===== src/rtl/fifo_sync_flags_pkg.sv =====
// Purpose: shared defaults and types for the synchronous flagged FIFO family.
// Latency: n/a (declarations only).
// Backpressure: n/a (declarations only).
package fifo_sync_flags_pkg;

  // Default geometry shared with other single-clock buffer blocks.
  localparam int DEF_WIDTH    = 8;
  localparam int DEF_DEPTH_P2 = 5;

  // Fill counter must hold 0..DEPTH inclusive, hence one bit more than a pointer.
  function automatic int fill_w(input int depth_p2);
    return $clog2(2 ** depth_p2) + 1;
  endfunction

  // Registered status flags, kept together so they update as one unit.
  typedef struct packed {
    logic empty;
    logic full;
    logic almost_empty;
    logic almost_full;
    logic overflow;
    logic underflow;
  } fifo_status_t;

endpackage


===== src/rtl/fifo_sync_ram.sv =====
// Purpose: FIFO storage array, one synchronous write port, one async read port.
// Latency: write visible on read port the cycle after the write edge.
// Backpressure: none; the caller only writes when the FIFO accepts a word.
//
// Ports:
//   clk_i      rising-edge clock
//   wr_en_i    write strobe
//   wr_addr_i  write address
//   wr_dat_i   write data
//   rd_addr_i  read address (combinational read)
//   rd_dat_o   read data
module fifo_sync_ram
  import fifo_sync_flags_pkg::*;
#(
  parameter int WIDTH = DEF_WIDTH,
  parameter int AW    = DEF_DEPTH_P2
) (
  input  logic             clk_i,
  input  logic             wr_en_i,
  input  logic [AW-1:0]    wr_addr_i,
  input  logic [WIDTH-1:0] wr_dat_i,
  input  logic [AW-1:0]    rd_addr_i,
  output logic [WIDTH-1:0] rd_dat_o
);

  // Storage deliberately has no reset; validity is tracked by the fill count.
  logic [WIDTH-1:0] mem_q [2**AW];

  always_ff @(posedge clk_i) begin
    if (wr_en_i) begin
      mem_q[wr_addr_i] <= wr_dat_i;
    end
  end

  assign rd_dat_o = mem_q[rd_addr_i];

endmodule


===== src/rtl/fifo_sync_flags.sv =====
// Purpose: single-clock FIFO with almost flags, FWFT option, flush, sticky errors.
// Latency: standard mode data 1 cycle after get; FWFT head visible 1 cycle after put.
// Backpressure: put rejected while full unless get also accepted; sets overflow.
//
// Ports:
//   clk, reset (sync, active-low), clear (sync flush)
//   data_in/put write side, get/data_out read side
//   empty, full, almost_empty, almost_full, fillcount: occupancy status
//   overflow, underflow: sticky rejected-request flags
module fifo_sync_flags
  import fifo_sync_flags_pkg::*;
#(
  parameter int WIDTH    = DEF_WIDTH,
  parameter int DEPTH_P2 = DEF_DEPTH_P2,
  parameter int FWFT     = 0,
  parameter int AF_LEVEL = 28,
  parameter int AE_LEVEL = 4
) (
  input  logic                        clk,
  input  logic                        reset,
  input  logic                        clear,
  input  logic [WIDTH-1:0]            data_in,
  input  logic                        put,
  input  logic                        get,
  output logic [WIDTH-1:0]            data_out,
  output logic                        empty,
  output logic                        full,
  output logic                        almost_empty,
  output logic                        almost_full,
  output logic [fill_w(DEPTH_P2)-1:0] fillcount,
  output logic                        overflow,
  output logic                        underflow
);

  localparam int DEPTH = 2 ** DEPTH_P2;
  localparam int CW    = fill_w(DEPTH_P2);

  localparam logic [DEPTH_P2-1:0] PTR_ONE = DEPTH_P2'(1);
  localparam logic [CW-1:0]       CNT_ONE = CW'(1);
  localparam logic [CW-1:0]       DEPTH_C = CW'(DEPTH);
  localparam logic [CW-1:0]       AF_C    = CW'(AF_LEVEL);
  localparam logic [CW-1:0]       AE_C    = CW'(AE_LEVEL);

  if (!(AE_LEVEL >= 0 && AE_LEVEL < AF_LEVEL && AF_LEVEL <= DEPTH)) begin : g_bad_levels
    $error("fifo_sync_flags: need 0 <= AE_LEVEL < AF_LEVEL <= DEPTH");
  end

  logic [DEPTH_P2-1:0] wr_ptr_q, wr_ptr_d;
  logic [DEPTH_P2-1:0] rd_ptr_q, rd_ptr_d;
  logic [CW-1:0]       cnt_q, cnt_d;
  fifo_status_t        stat_q, stat_d;
  logic                wr_ok, rd_ok, ram_we;
  logic [WIDTH-1:0]    rd_dat;

  // Put while full is legal only when a get drains the head in the same cycle.
  assign wr_ok  = put & (~stat_q.full | get);
  assign rd_ok  = get & ~stat_q.empty;
  assign ram_we = wr_ok & ~clear & reset;

  always_comb begin
    wr_ptr_d = wr_ptr_q;
    rd_ptr_d = rd_ptr_q;
    cnt_d    = cnt_q;
    stat_d   = stat_q;
    if (clear) begin
      wr_ptr_d        = '0;
      rd_ptr_d        = '0;
      cnt_d           = '0;
      stat_d.overflow  = 1'b0;
      stat_d.underflow = 1'b0;
    end else begin
      if (wr_ok) wr_ptr_d = wr_ptr_q + PTR_ONE;
      if (rd_ok) rd_ptr_d = rd_ptr_q + PTR_ONE;
      if (wr_ok && !rd_ok)      cnt_d = cnt_q + CNT_ONE;
      else if (rd_ok && !wr_ok) cnt_d = cnt_q - CNT_ONE;
      if (put && !wr_ok) stat_d.overflow  = 1'b1;
      if (get && !rd_ok) stat_d.underflow = 1'b1;
    end
    // Occupancy flags come from the next count so they never lag fillcount.
    stat_d.empty        = (cnt_d == '0);
    stat_d.full         = (cnt_d == DEPTH_C);
    stat_d.almost_empty = (cnt_d <= AE_C);
    stat_d.almost_full  = (cnt_d >= AF_C);
  end

  always_ff @(posedge clk) begin
    if (!reset) begin
      wr_ptr_q <= '0;
      rd_ptr_q <= '0;
      cnt_q    <= '0;
      stat_q   <= '{empty: 1'b1, full: 1'b0, almost_empty: 1'b1,
                    almost_full: 1'b0, overflow: 1'b0, underflow: 1'b0};
    end else begin
      wr_ptr_q <= wr_ptr_d;
      rd_ptr_q <= rd_ptr_d;
      cnt_q    <= cnt_d;
      stat_q   <= stat_d;
    end
  end

  fifo_sync_ram #(
    .WIDTH (WIDTH),
    .AW    (DEPTH_P2)
  ) u_ram (
    .clk_i     (clk),
    .wr_en_i   (ram_we),
    .wr_addr_i (wr_ptr_q),
    .wr_dat_i  (data_in),
    .rd_addr_i (rd_ptr_q),
    .rd_dat_o  (rd_dat)
  );

  if (FWFT != 0) begin : g_fwft
    // Head word shown directly; forced to zero while empty so stale storage never leaks.
    assign data_out = stat_q.empty ? '0 : rd_dat;
  end else begin : g_std
    logic [WIDTH-1:0] dout_q;
    // When full with put&get, the read samples the old head before the write lands.
    always_ff @(posedge clk) begin
      if (!reset) begin
        dout_q <= '0;
      end else if (!clear && rd_ok) begin
        dout_q <= rd_dat;
      end
    end
    assign data_out = dout_q;
  end

  assign empty        = stat_q.empty;
  assign full         = stat_q.full;
  assign almost_empty = stat_q.almost_empty;
  assign almost_full  = stat_q.almost_full;
  assign overflow     = stat_q.overflow;
  assign underflow    = stat_q.underflow;
  assign fillcount    = cnt_q;

endmodule


===== config.mk =====
export PLATFORM = sky130hd
export DESIGN_NAME = fifo_sync_flags
export DESIGN_NICKNAME = d
export VERILOG_FILES = /design/src/rtl/fifo_sync_flags_pkg.sv /design/src/rtl/fifo_sync_ram.sv /design/src/rtl/fifo_sync_flags.sv
export SDC_FILE = /design/constraint.sdc
export NUM_CORES = 1
export LEC_CHECK = 0
export CORE_MARGIN = 2
export CORE_UTILIZATION = 55
export CTS_BUF_LIST = sky130_fd_sc_hd__clkbuf_2
export CTS_CLUSTER_SIZE = 30
export DETAILED_ROUTE_END_ITERATION = 12
export PLACE_DENSITY = 0.81
export SLEW_MARGIN = 20
export SYNTH_ARGS = -nofsm -noshare
export SYNTH_HDL_FRONTEND = slang
export SYNTH_SLANG_ARGS = --single-unit

===== constraint.sdc =====
create_clock -name clk -period 3 [get_ports clk]
set_clock_uncertainty 0.05 [all_clocks]
set_input_delay 0.9 -clock clk [delete_from_list [all_inputs] [get_ports clk]]
set_output_delay 0.9 -clock clk [all_outputs]
set_load 0.02 [all_outputs]

Word-level counts from Yosys, hierarchy flattened
Memories as Yosys holds them, arrays and structs flattened. A register that Yosys moved wholly into a read port is not among the register bits.
Cells that the tools add are included.
{"block": "classes", "n_bitwise": 9, "n_reduce_logical": 11, "shift": 0, "mux": 5, "multipliers": 0, "addsub": 4, "n_eq_ne": 1, "order_cmp": 2, "n_div": 0}
{"operator": "$mux W6", "n": 3}
{"operator": "$add A5 B1 Y5 const B", "n": 2}
{"operator": "$add A6 B1 Y6 const B", "n": 1}
{"operator": "$eq A6 B6 Y1 const B", "n": 1}
{"operator": "$ge A6 B5 Y1 const B", "n": 1}
{"operator": "$le A6 B3 Y1 const B", "n": 1}
{"operator": "$logic_not A6 Y1", "n": 1}
{"operator": "$sub A6 B1 Y6 const B", "n": 1}
{"operator": "$logic_and A1 B1 Y1", "n": 5}
{"operator": "$and A1 B1 Y1", "n": 4}
{"operator": "$logic_not A1 Y1", "n": 4}
{"operator": "$not A1 Y1", "n": 4}
{"operator": "$mux W1", "n": 2}
{"operator": "$reduce_or A2 Y1", "n": 1}
{"operator": "$or A1 B1 Y1", "n": 1}
{"block": "totals", "mem_count": 1, "word_cells": 42, "reg_bits": 22, "latchBits": 0, "mem_bits_ro": 0, "out_inout_bits": 20, "ramBits": 256, "input_bits": 13}
{"memory": "u_ram.mem_q", "depth": 32, "width": 8, "rd": 1, "rd_ports_with_merged_regs": 1, "wr": 1, "line_no": "fifo_sync_ram.sv:27", "rtl": "logic [WIDTH-1:0] mem_q [2**AW];"}

Longest topological paths before layout
Gate-level depths: netlist of the first run.
{"block": "depth", "ltp_word": 9, "ltp_mapped": 8, "depth_no_buf": 6}

Hierarchy
From an unflattened synthesis of the first run, not the netlist that was laid out.
{"block": "unflattened", "hier_cells": 569, "area_unflattened_um2": 11275.8}
{"module": "fifo_sync_ram", "area_per_inst_um2": 9893.2, "seq_area_each_um2": 7687.4, "cells_per_inst": 409, "n_inst": 1}
{"module": "fifo_sync_flags", "area_per_inst_um2": 1382.6, "seq_area_each_um2": 600.6, "cells_per_inst": 160, "n_inst": 1}

Worst setup path after synthesis of the first run
Ideal clock, no wire load.
{"block": "synth_path", "path_type": "input-to-reg", "from": "input clear", "to": "memory u_ram.mem_q[15][0] (netlist bit) (enable)", "path_slack_ps": 679, "path_buffers": 1, "arrival_time_ps": 1901, "stages": 5, "setup_ps": 370, "required_time_ps": 2580, "path_cell_list": "nand2b_1 -> clkbuf_1 -> nor2_1 -> nand3_1 -> nor2_1"}
{"block": "synth_via", "elab_chain_cells": 5}
{"element": "start, declared", "line_no": "fifo_sync_flags.sv:21", "rtl": "input logic clear,"}
{"element": "$not A1 Y1", "line_no": "fifo_sync_flags.sv:58", "rtl": "assign ram_we = wr_ok & ~clear & reset;"}
{"element": "$and A1 B1 Y1 (2 in a row)", "line_no": "fifo_sync_flags.sv:58"}
{"element": "$mux W1", "line_no": "fifo_sync_ram.sv:30", "rtl": "if (wr_en_i) begin"}
{"element": "$mux W1 (implied by the code)", "line_no": "fifo_sync_ram.sv:31", "rtl": "mem_q[wr_addr_i] <= wr_dat_i;"}
{"element": "end, declared", "line_no": "fifo_sync_ram.sv:27"}
No other way between the ends.

Final worst setup path of the first run
{"block": "layout_path", "from": "register cnt_q[3], in the netlist fillcount[3]", "to": "output fillcount[3]"}
{"element": "start, declared", "line_no": "fifo_sync_flags.sv:50", "rtl": "logic [CW-1:0] cnt_q, cnt_d;"}
{"element": "start signal, assigned", "line_no": "fifo_sync_flags.sv:96", "rtl": "cnt_q <= cnt_d;"}
{"element": "end, declared", "line_no": "fifo_sync_flags.sv:30", "rtl": "output logic [fill_w(DEPTH_P2)-1:0] fillcount,"}
No word-level cell between the ends.

==> out/results.tsv, run 1 <==
metric	value	unit
Tcrit/Tclk final	96.4	%
worst reg-to-reg path cell count	5	
stages on the worst setup path	1	
routed length per instance	21.8	um
Slew Limit Fails	0	
worst path bufs/invs	1	
overall routing resource usage	22.5	%
CP Launch Type	register	
initial drt markers	616	
clock tree buffer depth	3	
Die W	148	um
grt ovf	0	
Post-synth ARST share	0	%
Post-Synthesis Cells	643	
# setup viols final	0	
largest net degree at the start of global routing	33	
slowest CP cell	clkdlybuf4s50_1	
fin crit period	2.89	ns
crit path to	fillcount[3]	
commonest non-fill, non-tap cell in the layout	edfxtp_1	
Unique masters post-synth	57	
syn avg cell area	17.7	um^2
Pwr Density	534	nW/um^2
Most used DFF post-synth	edfxtp_1	
Post-synth EDFFs	256	
IO Pins	33	
post-CTS setup buffers	0	
most frequent cells in the layout	256 x edfxtp_1, 106 x clkbuf_2, 54 x nor2_1, 52 x buf_4, 40 x mux4_2	
Worst Setup SP	fillcount[3]	
Via density	5.93	
Rel. slew slack	33.8	%
total CTS buffers	66	
crit-path cells	clkdlybuf4s50_1	
Yosys reg bits	286	
final RePlAce weighted congestion	0.875	
Clk Latency, worst-skew pair	0.83	ns
Leakage	4.19	nW
vias	6444	
# fillers	1403	
Root Driver	clkbuf_2	
Worst Tran Pin Value	0.991	ns
fin worst setup slack	0.107	ns
multi-input logic area	2900	um^2
Worst R2R Start	rd_ptr_q[2]	
die height	148	um
Remaining DRCs	0	
IO Port Bufs	32	
fmax	346	MHz
number of max-cap violations	0	
pre-CTS setup slack	0.0294	ns
crit-path max FO	9	
DP HPWL	15100	um
DRT Pass-1 Iters	8	
first-pass GRT wire length	36800	um
arrival time at the worst endpoint	1.94	ns
final hold violations	0	
clock tree sinks	286	
synthesis warning total	0	
RSZ-0062 raised after global routing	false	
r2r endpoint	data_out[2]	
Crit. End Element	output port	
worst vdd ir	0.401	mV
CTS tree	built	
Nets	788	
Top delay family on crit path	buffers and inverters	
number of global-route vias before repair	6741	
initial antenna violation count	1	
register area	8300	um^2
post-synthesis sequential area ratio	72.7	%
critical path required time	2.05	ns
Layout area overhead	13.4	%
syn_nets	663	
setup_tns	0	ns
Hold Crit Class	register to register	
WS Path Type	register to output port	
Netlist Area Pre-Place	11400	um^2
run status	complete, no violations	
reg2reg setup slack	0.38	ns
Starting Density	56.1	%
clock-pin slew of the registers on the worst-case setup and hold paths	0.10	ns
H-tree level count	3	
Die ar.	21900	um^2
DRT antenna net count	0	
total core area	20300	um^2
FP Rows	52	
CP peak stage delay	0.67	ns
WL final	23700	um
layout cells sized above 1	28.9	%
-- through the flow --
step / util [%] / instance area (um^2) / std cells / hold slack [ns] / total power, mW
3_5_place_dp: 60.8 / 12300 / 970 / 0.411 / 4.66
5_1_grt: 63.6 / 12900 / 1087 / 0.486 / 7.16
3_3_place_gp: 60.8 / 12300 / 970 / 0.430 / 4.65
4_1_cts: 63.6 / 12900 / 1086 / 0.445 / 6.95
6_report: 63.6 / 12900 / 1087 / 0.444 / 6.90
2_1_floorplan: - / 11400 / 643 / 0.483 / 4.53
-- per-layer routing --
layer | part of all wire (%) | wire, um | global-route usage [%] | up-vias
met5 | 0 | 0 | 0 | -
met4 | 2.7 | 638 | 10.2 | 0
met3 | 8.2 | 1940 | 4.66 | 45
met2 | 51 | 12000 | 37.2 | 300
met1 | 38 | 9110 | 29.2 | 3222
li1 | - | - | - | 2877
-- layout make-up --
class                   count  share of cell area [%]
repair buffers             88                    6.12
flip-flops and latches    286                    64.2
clock inverters            10                   0.291
diodes                      1                  0.0194
clock buffers             106                    4.11
inverters                   6                   0.174
multi-input cells         320                    22.5
well taps                 270                    2.61
-- cell usage after synthesis (all sizes together) (6+ instances only) --
| cell | number | area [um^2] |
|---|---|---|
| o21ai | 10 | 50.1 |
| inv | 6 | 22.5 |
| mux2 | 13 | 150 |
| mux4 | 40 | 901 |
| clkbuf | 8 | 31.3 |
| xor2 | 7 | 61.3 |
| nor2 | 54 | 203 |
| dfxtp | 30 | 601 |
| o221ai | 8 | 70.1 |
| edfxtp | 256 | 7690 |
| a32o | 9 | 90.1 |
| o22ai | 17 | 106 |
| mux2i | 38 | 380 |
| o31ai | 9 | 67.6 |
| a211oi | 16 | 120 |
| nand4 | 6 | 37.5 |
| nand2 | 16 | 60.1 |
| buf | 23 | 154 |
| ha | 7 | 87.6 |
| nor2b | 12 | 75.1 |
| a21oi | 13 | 65.1 |
| nand3 | 7 | 35.0 |
-- how the worst min path moves through the flow --
stage / from / end / depth (start not counted)
after floorplan: wr_ptr_q[1] / wr_ptr_q[1] / 2
after global placement: underflow / underflow / 1
after detailed placement: data_out[5] / data_out[5] / 1
after CTS: data_out[5] / data_out[5] / 1
after global routing: data_out[7] / data_out[7] / 1
final: underflow / underflow / 1
-- where the power goes --
part | total, mW | switching, mW | leakage [nW] | internal (mW)
clock | 2.33 | 1.41 | 0.461 | 0.917
sequential | 4.35 | 0.0123 | 2.55 | 4.34
combinational | 0.218 | 0.138 | 1.18 | 0.0804
-- state kept, by name (all words and copies together) (netlist names) --
name          cells
u_ram.mem_q     256
data_out          8
fillcount         6
rd_ptr_q          5
wr_ptr_q          5
almost_empty      1
almost_full       1
empty             1
full              1
overflow          1
underflow         1
-- cells by family after synthesis --
family / count (synthesis) / synth area share (%)
compound gates: 96 / 6.17
xor+xnor: 10 / 0.769
buf+inv: 37 / 1.82
flops: 286 / 72.7
fa+ha+maj: 7 / 0.768
simple gates: 116 / 5.19
mux: 91 / 12.6
-- repair_timing --
action / in CTS / in global routing
gates resized for setup: 0 / 2
hold buffers: 0 / 0
setup endpoints to repair: 0 / 2
No activity file was read; power rests on OpenSTA's default activity.
==> run 2: changes to the inputs <==
- PLACE_DENSITY: 0.81 -> 0.84
- SLEW_MARGIN: 20 -> unset
- clock period: 3 -> 2.6 ns (I/O delays scaled with it)
==> run 2 against run 1 <==
Routed wire length decreased by 2.1%. Setup slack got worse by 0.0061 ns. Total power increased by 15%. Critical path type unchanged. Combinational power increased by 22%. Sequential power increased by 15%. Worst hold slack got worse by 0.019 ns. Cell area increased by 1.1%.
==> out/results.tsv, run 2 (same netlist as run 1, synthesis figures left out) <==
metric	value	unit
run status	complete, no violations	
largest net degree at the start of global routing	35	
worst reg-to-reg path cell count	5	
layout cells sized above 1	30.4	%
final RePlAce weighted congestion	0.911	
reg2reg setup slack	0.32	ns
Most flops, register	u_ram.mem_q	
Worst R2R Start	rd_ptr_q[1]	
Tcrit/Tclk final	96.1	%
crit-path max FO	1	
arrival time at the worst endpoint	1.67	ns
slowest CP cell	clkdlybuf4s50_1	
DP HPWL	15300	um
overall routing resource usage	22.0	%
Largest register FFs	256	
Slew Limit Fails	0	
CTS tree	built	
grt ovf	0	
die height	148	um
Clk Latency, worst-skew pair	0.81	ns
vias	6445	
fin util	64.3	%
Worst Tran Pin Value	1.10	ns
Hold EP	data_out[1]	
fin crit period	2.50	ns
most frequent cells in the layout	256 x edfxtp_1, 106 x clkbuf_2, 70 x buf_4, 54 x nor2_1, 40 x mux4_2	
fmax	400	MHz
first-pass GRT wire length	36300	um
Crit. End Element	output port	
RSZ-0062 raised after global routing	false	
worst vdd ir	0.397	mV
initial drt markers	638	
# fillers	1362	
Top delay family on crit path	buffers and inverters	
post-CTS setup buffers	0	
quantity of hold-fixing buffers added after cts	0	
number of max-cap violations	0	
routed length per instance	21.0	um
CP peak stage delay	0.59	ns
clock-pin slew of the registers on the worst-case setup and hold paths	0.10	ns
clock tree buffer depth	3	
IO Pins	33	
WS Path Type	register to output port	
Remaining DRCs	0	
total CTS buffers	66	
worst path bufs/invs	1	
r2r endpoint	data_out[6]	
CP Launch Type	register	
hold wc startpoint	data_out[1]	
WL final	23200	um
final hold violations	0	
Design Power	7.94	mW
number of global-route vias before repair	6687	
H-tree level count	3	
commonest non-fill, non-tap cell in the layout	edfxtp_1	
crit-path cells	clkdlybuf4s50_1	
register area	8300	um^2
Rel. slew slack	26.8	%
Nets	807	
Leakage	4.37	nW
critical path required time	1.77	ns
Hold Crit Class	register to register	
DRT Pass-1 Iters	6	
Pwr Density	608	nW/um^2
Hold Path Stages	1	
Root Driver	clkbuf_2	
Die W	148	um
# setup viols final	0	
multi-input logic area	2900	um^2
IO Port Bufs	32	
Die ar.	21900	um^2
clock tree sinks	286	
total core area	20300	um^2
Starting Density	56.1	%
DRT antenna net count	0	
FP Rows	52	
Layout area overhead	14.6	%
Via density	5.83	
initial antenna violation count	1	
Resized Gates After CTS	18	
==> run 2: metrics by stage <==
| stage | setup TNS [ns] | std cells | hold WS, ns | worst slack [ns] | instance area, um^2 |
|---|---|---|---|---|---|
| after detailed placement | -45.62 | 989 | 0.414 | -0.231 | 12500 |
| after global placement | -23.23 | 989 | 0.406 | -0.183 | 12500 |
| after CTS | 0 | 1105 | 0.432 | 0.0288 | 13100 |
| after global routing | 0 | 1106 | 0.461 | 0.00118 | 13100 |
| final | 0 | 1106 | 0.425 | 0.101 | 13100 |
| after floorplan | 0 | 643 | 0.483 | 0.399 | 11400 |
==> run 2: final cells by class <==
cell class,instances,share of cell area (%)
diodes,1,0.0192
clock buffers,106,4.06
clock inverters,10,0.297
inverters,6,0.172
multi-input cells,320,22.2
flip-flops and latches,286,63.5
well taps,270,2.59
repair buffers,107,7.10
==> run 2: per-layer routing <==
layer	wire length [um]	vias up	track usage, %	share of wire, %
met1	9420	3206	29.1	41
li1	-	2911	-	-
met5	0	-	0	0
met4	491	0	9.62	2.1
met2	11700	287	36.0	50
met3	1570	41	4.29	6.8
==> run 2: how the worst max path moves through the flow <==
stage	cells past startpoint	endpoint	startpoint
2_1_floorplan	5	u_ram.mem_q[15][0]	clear
3_3_place_gp	6	empty	get
3_5_place_dp	6	u_ram.mem_q[28][1]	put
4_1_cts	1	underflow	underflow
5_1_grt	1	almost_full	almost_full
6_report	1	almost_full	almost_full
==> run 2: where the power goes <==
group | total [mW] | switching (mW) | internal (mW)
Clock | 2.66 | 1.60 | 1.06
Sequential | 5.02 | 0.0134 | 5.00
Combinational | 0.265 | 0.161 | 0.104
==> run 2: worst reg2reg max path: stages, from the launching register on <==
cell,delay [ns]
dfxtp_2,0.63
mux4_2,0.58
mux2_2,0.30
nand2_1,0.07
o311ai_0,0.24
a32o_1,0.35
==> run 3: changes to the inputs <==
- CORE_MARGIN: 2 -> unset
==> run 3 against run 2 <==
Register-to-register slack got worse by 0.11 ns. Maximum frequency decreased by 0.94%. Via count increased by 2.5%. Routed wire length increased by 4.6%. Global-route usage increased by 1.9 points.
==> out/results.tsv, run 3 (same netlist as run 1, synthesis figures left out) <==
metric	value	unit
quantity of hold-fixing buffers added after cts	0	
arrival time at the worst endpoint	1.69	ns
commonest non-fill, non-tap cell in the layout	edfxtp_1	
critical path required time	1.77	ns
largest net degree at the start of global routing	33	
slowest CP cell	clkdlybuf4s50_1	
crit-path cells	clkdlybuf4s50_1	
Hold EP	underflow	
initial antenna violation count	1	
run status	complete, no violations	
WL final	24200	um
worst path bufs/invs	1	
most frequent cells in the layout	256 x edfxtp_1, 101 x clkbuf_2, 80 x buf_4, 54 x nor2_1, 40 x mux4_2	
initial drt markers	534	
# fillers	1361	
H-tree level count	3	
Design Power	8.04	mW
pre-CTS setup slack	-0.192	ns
Worst R2R Start	rd_ptr_q[1]	
Slew Limit Fails	0	
DP HPWL	16100	um
final instance count without filler cells	1115	
Nets	817	
fmax	396	MHz
WS Path Type	register to output port	
Die W	146	um
Crit. End Element	output port	
Most flops, register	u_ram.mem_q	
Leakage	4.41	nW
DRT Pass-1 Iters	5	
fin crit period	2.52	ns
Largest register FFs	256	
RSZ-0062 raised after global routing	false	
die height	146	um
final instance area	13100	um^2
Remaining DRCs	0	
final RePlAce weighted congestion	0.867	
Pwr Density	612	nW/um^2
Die ar.	21300	um^2
Tcrit/Tclk final	97.0	%
final hold violations	0	
Layout area overhead	15.3	%
hold wc startpoint	underflow	
first-pass GRT wire length	38100	um
clock tree sinks	286	
multi-input logic area	2900	um^2
IO Pins	33	
Worst Tran Pin Value	1.17	ns
CP Launch Type	register	
Top delay family on crit path	buffers and inverters	
Clk Latency, worst-skew pair	0.81	ns
Hold Crit Class	register to register	
Rel. slew slack	22.1	%
WHS	0.414	ns
total CTS buffers	67	
number of max-cap violations	0	
Root Driver	clkbuf_2	
# setup viols final	0	
overall routing resource usage	23.8	%
Hold Path Stages	1	
DP Cell Count	998	
CTS tree	built	
vias	6604	
worst reg-to-reg path cell count	5	
DRT antenna net count	0	
clock-pin slew of the registers on the worst-case setup and hold paths	0.07	ns
fin worst setup slack	0.0776	ns
register area	8300	um^2
Starting Density	56.1	%
dpl cell area	12600	um^2
layout cells sized above 1	30.9	%
total core area	20300	um^2
fin util	64.7	%
clock tree buffer depth	3	
setup_tns	0	ns
grt ovf	0	
routed length per instance	21.7	um
worst vdd ir	0.455	mV
Via density	5.92	
CP peak stage delay	0.62	ns
crit-path max FO	2	
number of global-route vias before repair	6836	
FP Rows	52	
r2r endpoint	data_out[2]	
reg2reg setup slack	0.21	ns
IO Port Bufs	32	
## run 3: how the worst max path moves through the flow
stage / startpoint / to / slack [ns] / depth (start not counted)
after global placement: get / empty / -0.14 / 6
final: overflow / overflow / 0.08 / 1
after CTS: almost_empty / almost_empty / 0.01 / 1
after detailed placement: get / empty / -0.19 / 6
after floorplan: clear / u_ram.mem_q[15][0] / 0.40 / 5
after global routing: fillcount[2] / fillcount[2] / 0.00001 / 1
## run 3: repair_timing
action	in CTS	in global routing
buffers inserted	0	0
gates resized for setup	17	3
setup endpoints to repair	16	3
## run 3: area by class of cell
type	count	share of cell area, %
Tap cell	270	2.57
Clock buffer	101	3.85
Sequential cell	286	63.1
Clock inverter	15	0.657
Inverter	6	0.171
Multi-Input combinational cell	320	22.1
Antenna cell	1	0.0190
Timing Repair Buffer	116	7.50
## run 3: metal layers
layer,global-route usage [%],vias up,routed length [um]
li1,-,2930,-
met1,30.6,3329,9660
met2,39.3,289,12300
met3,4.92,56,1620
met4,11.1,0,718
met5,0,-,0
## run 3: power breakdown
part / internal, mW / switching (mW)
Combinational: 0.102 / 0.164
Sequential: 5.00 / 0.0146
Clock: 1.12 / 1.63
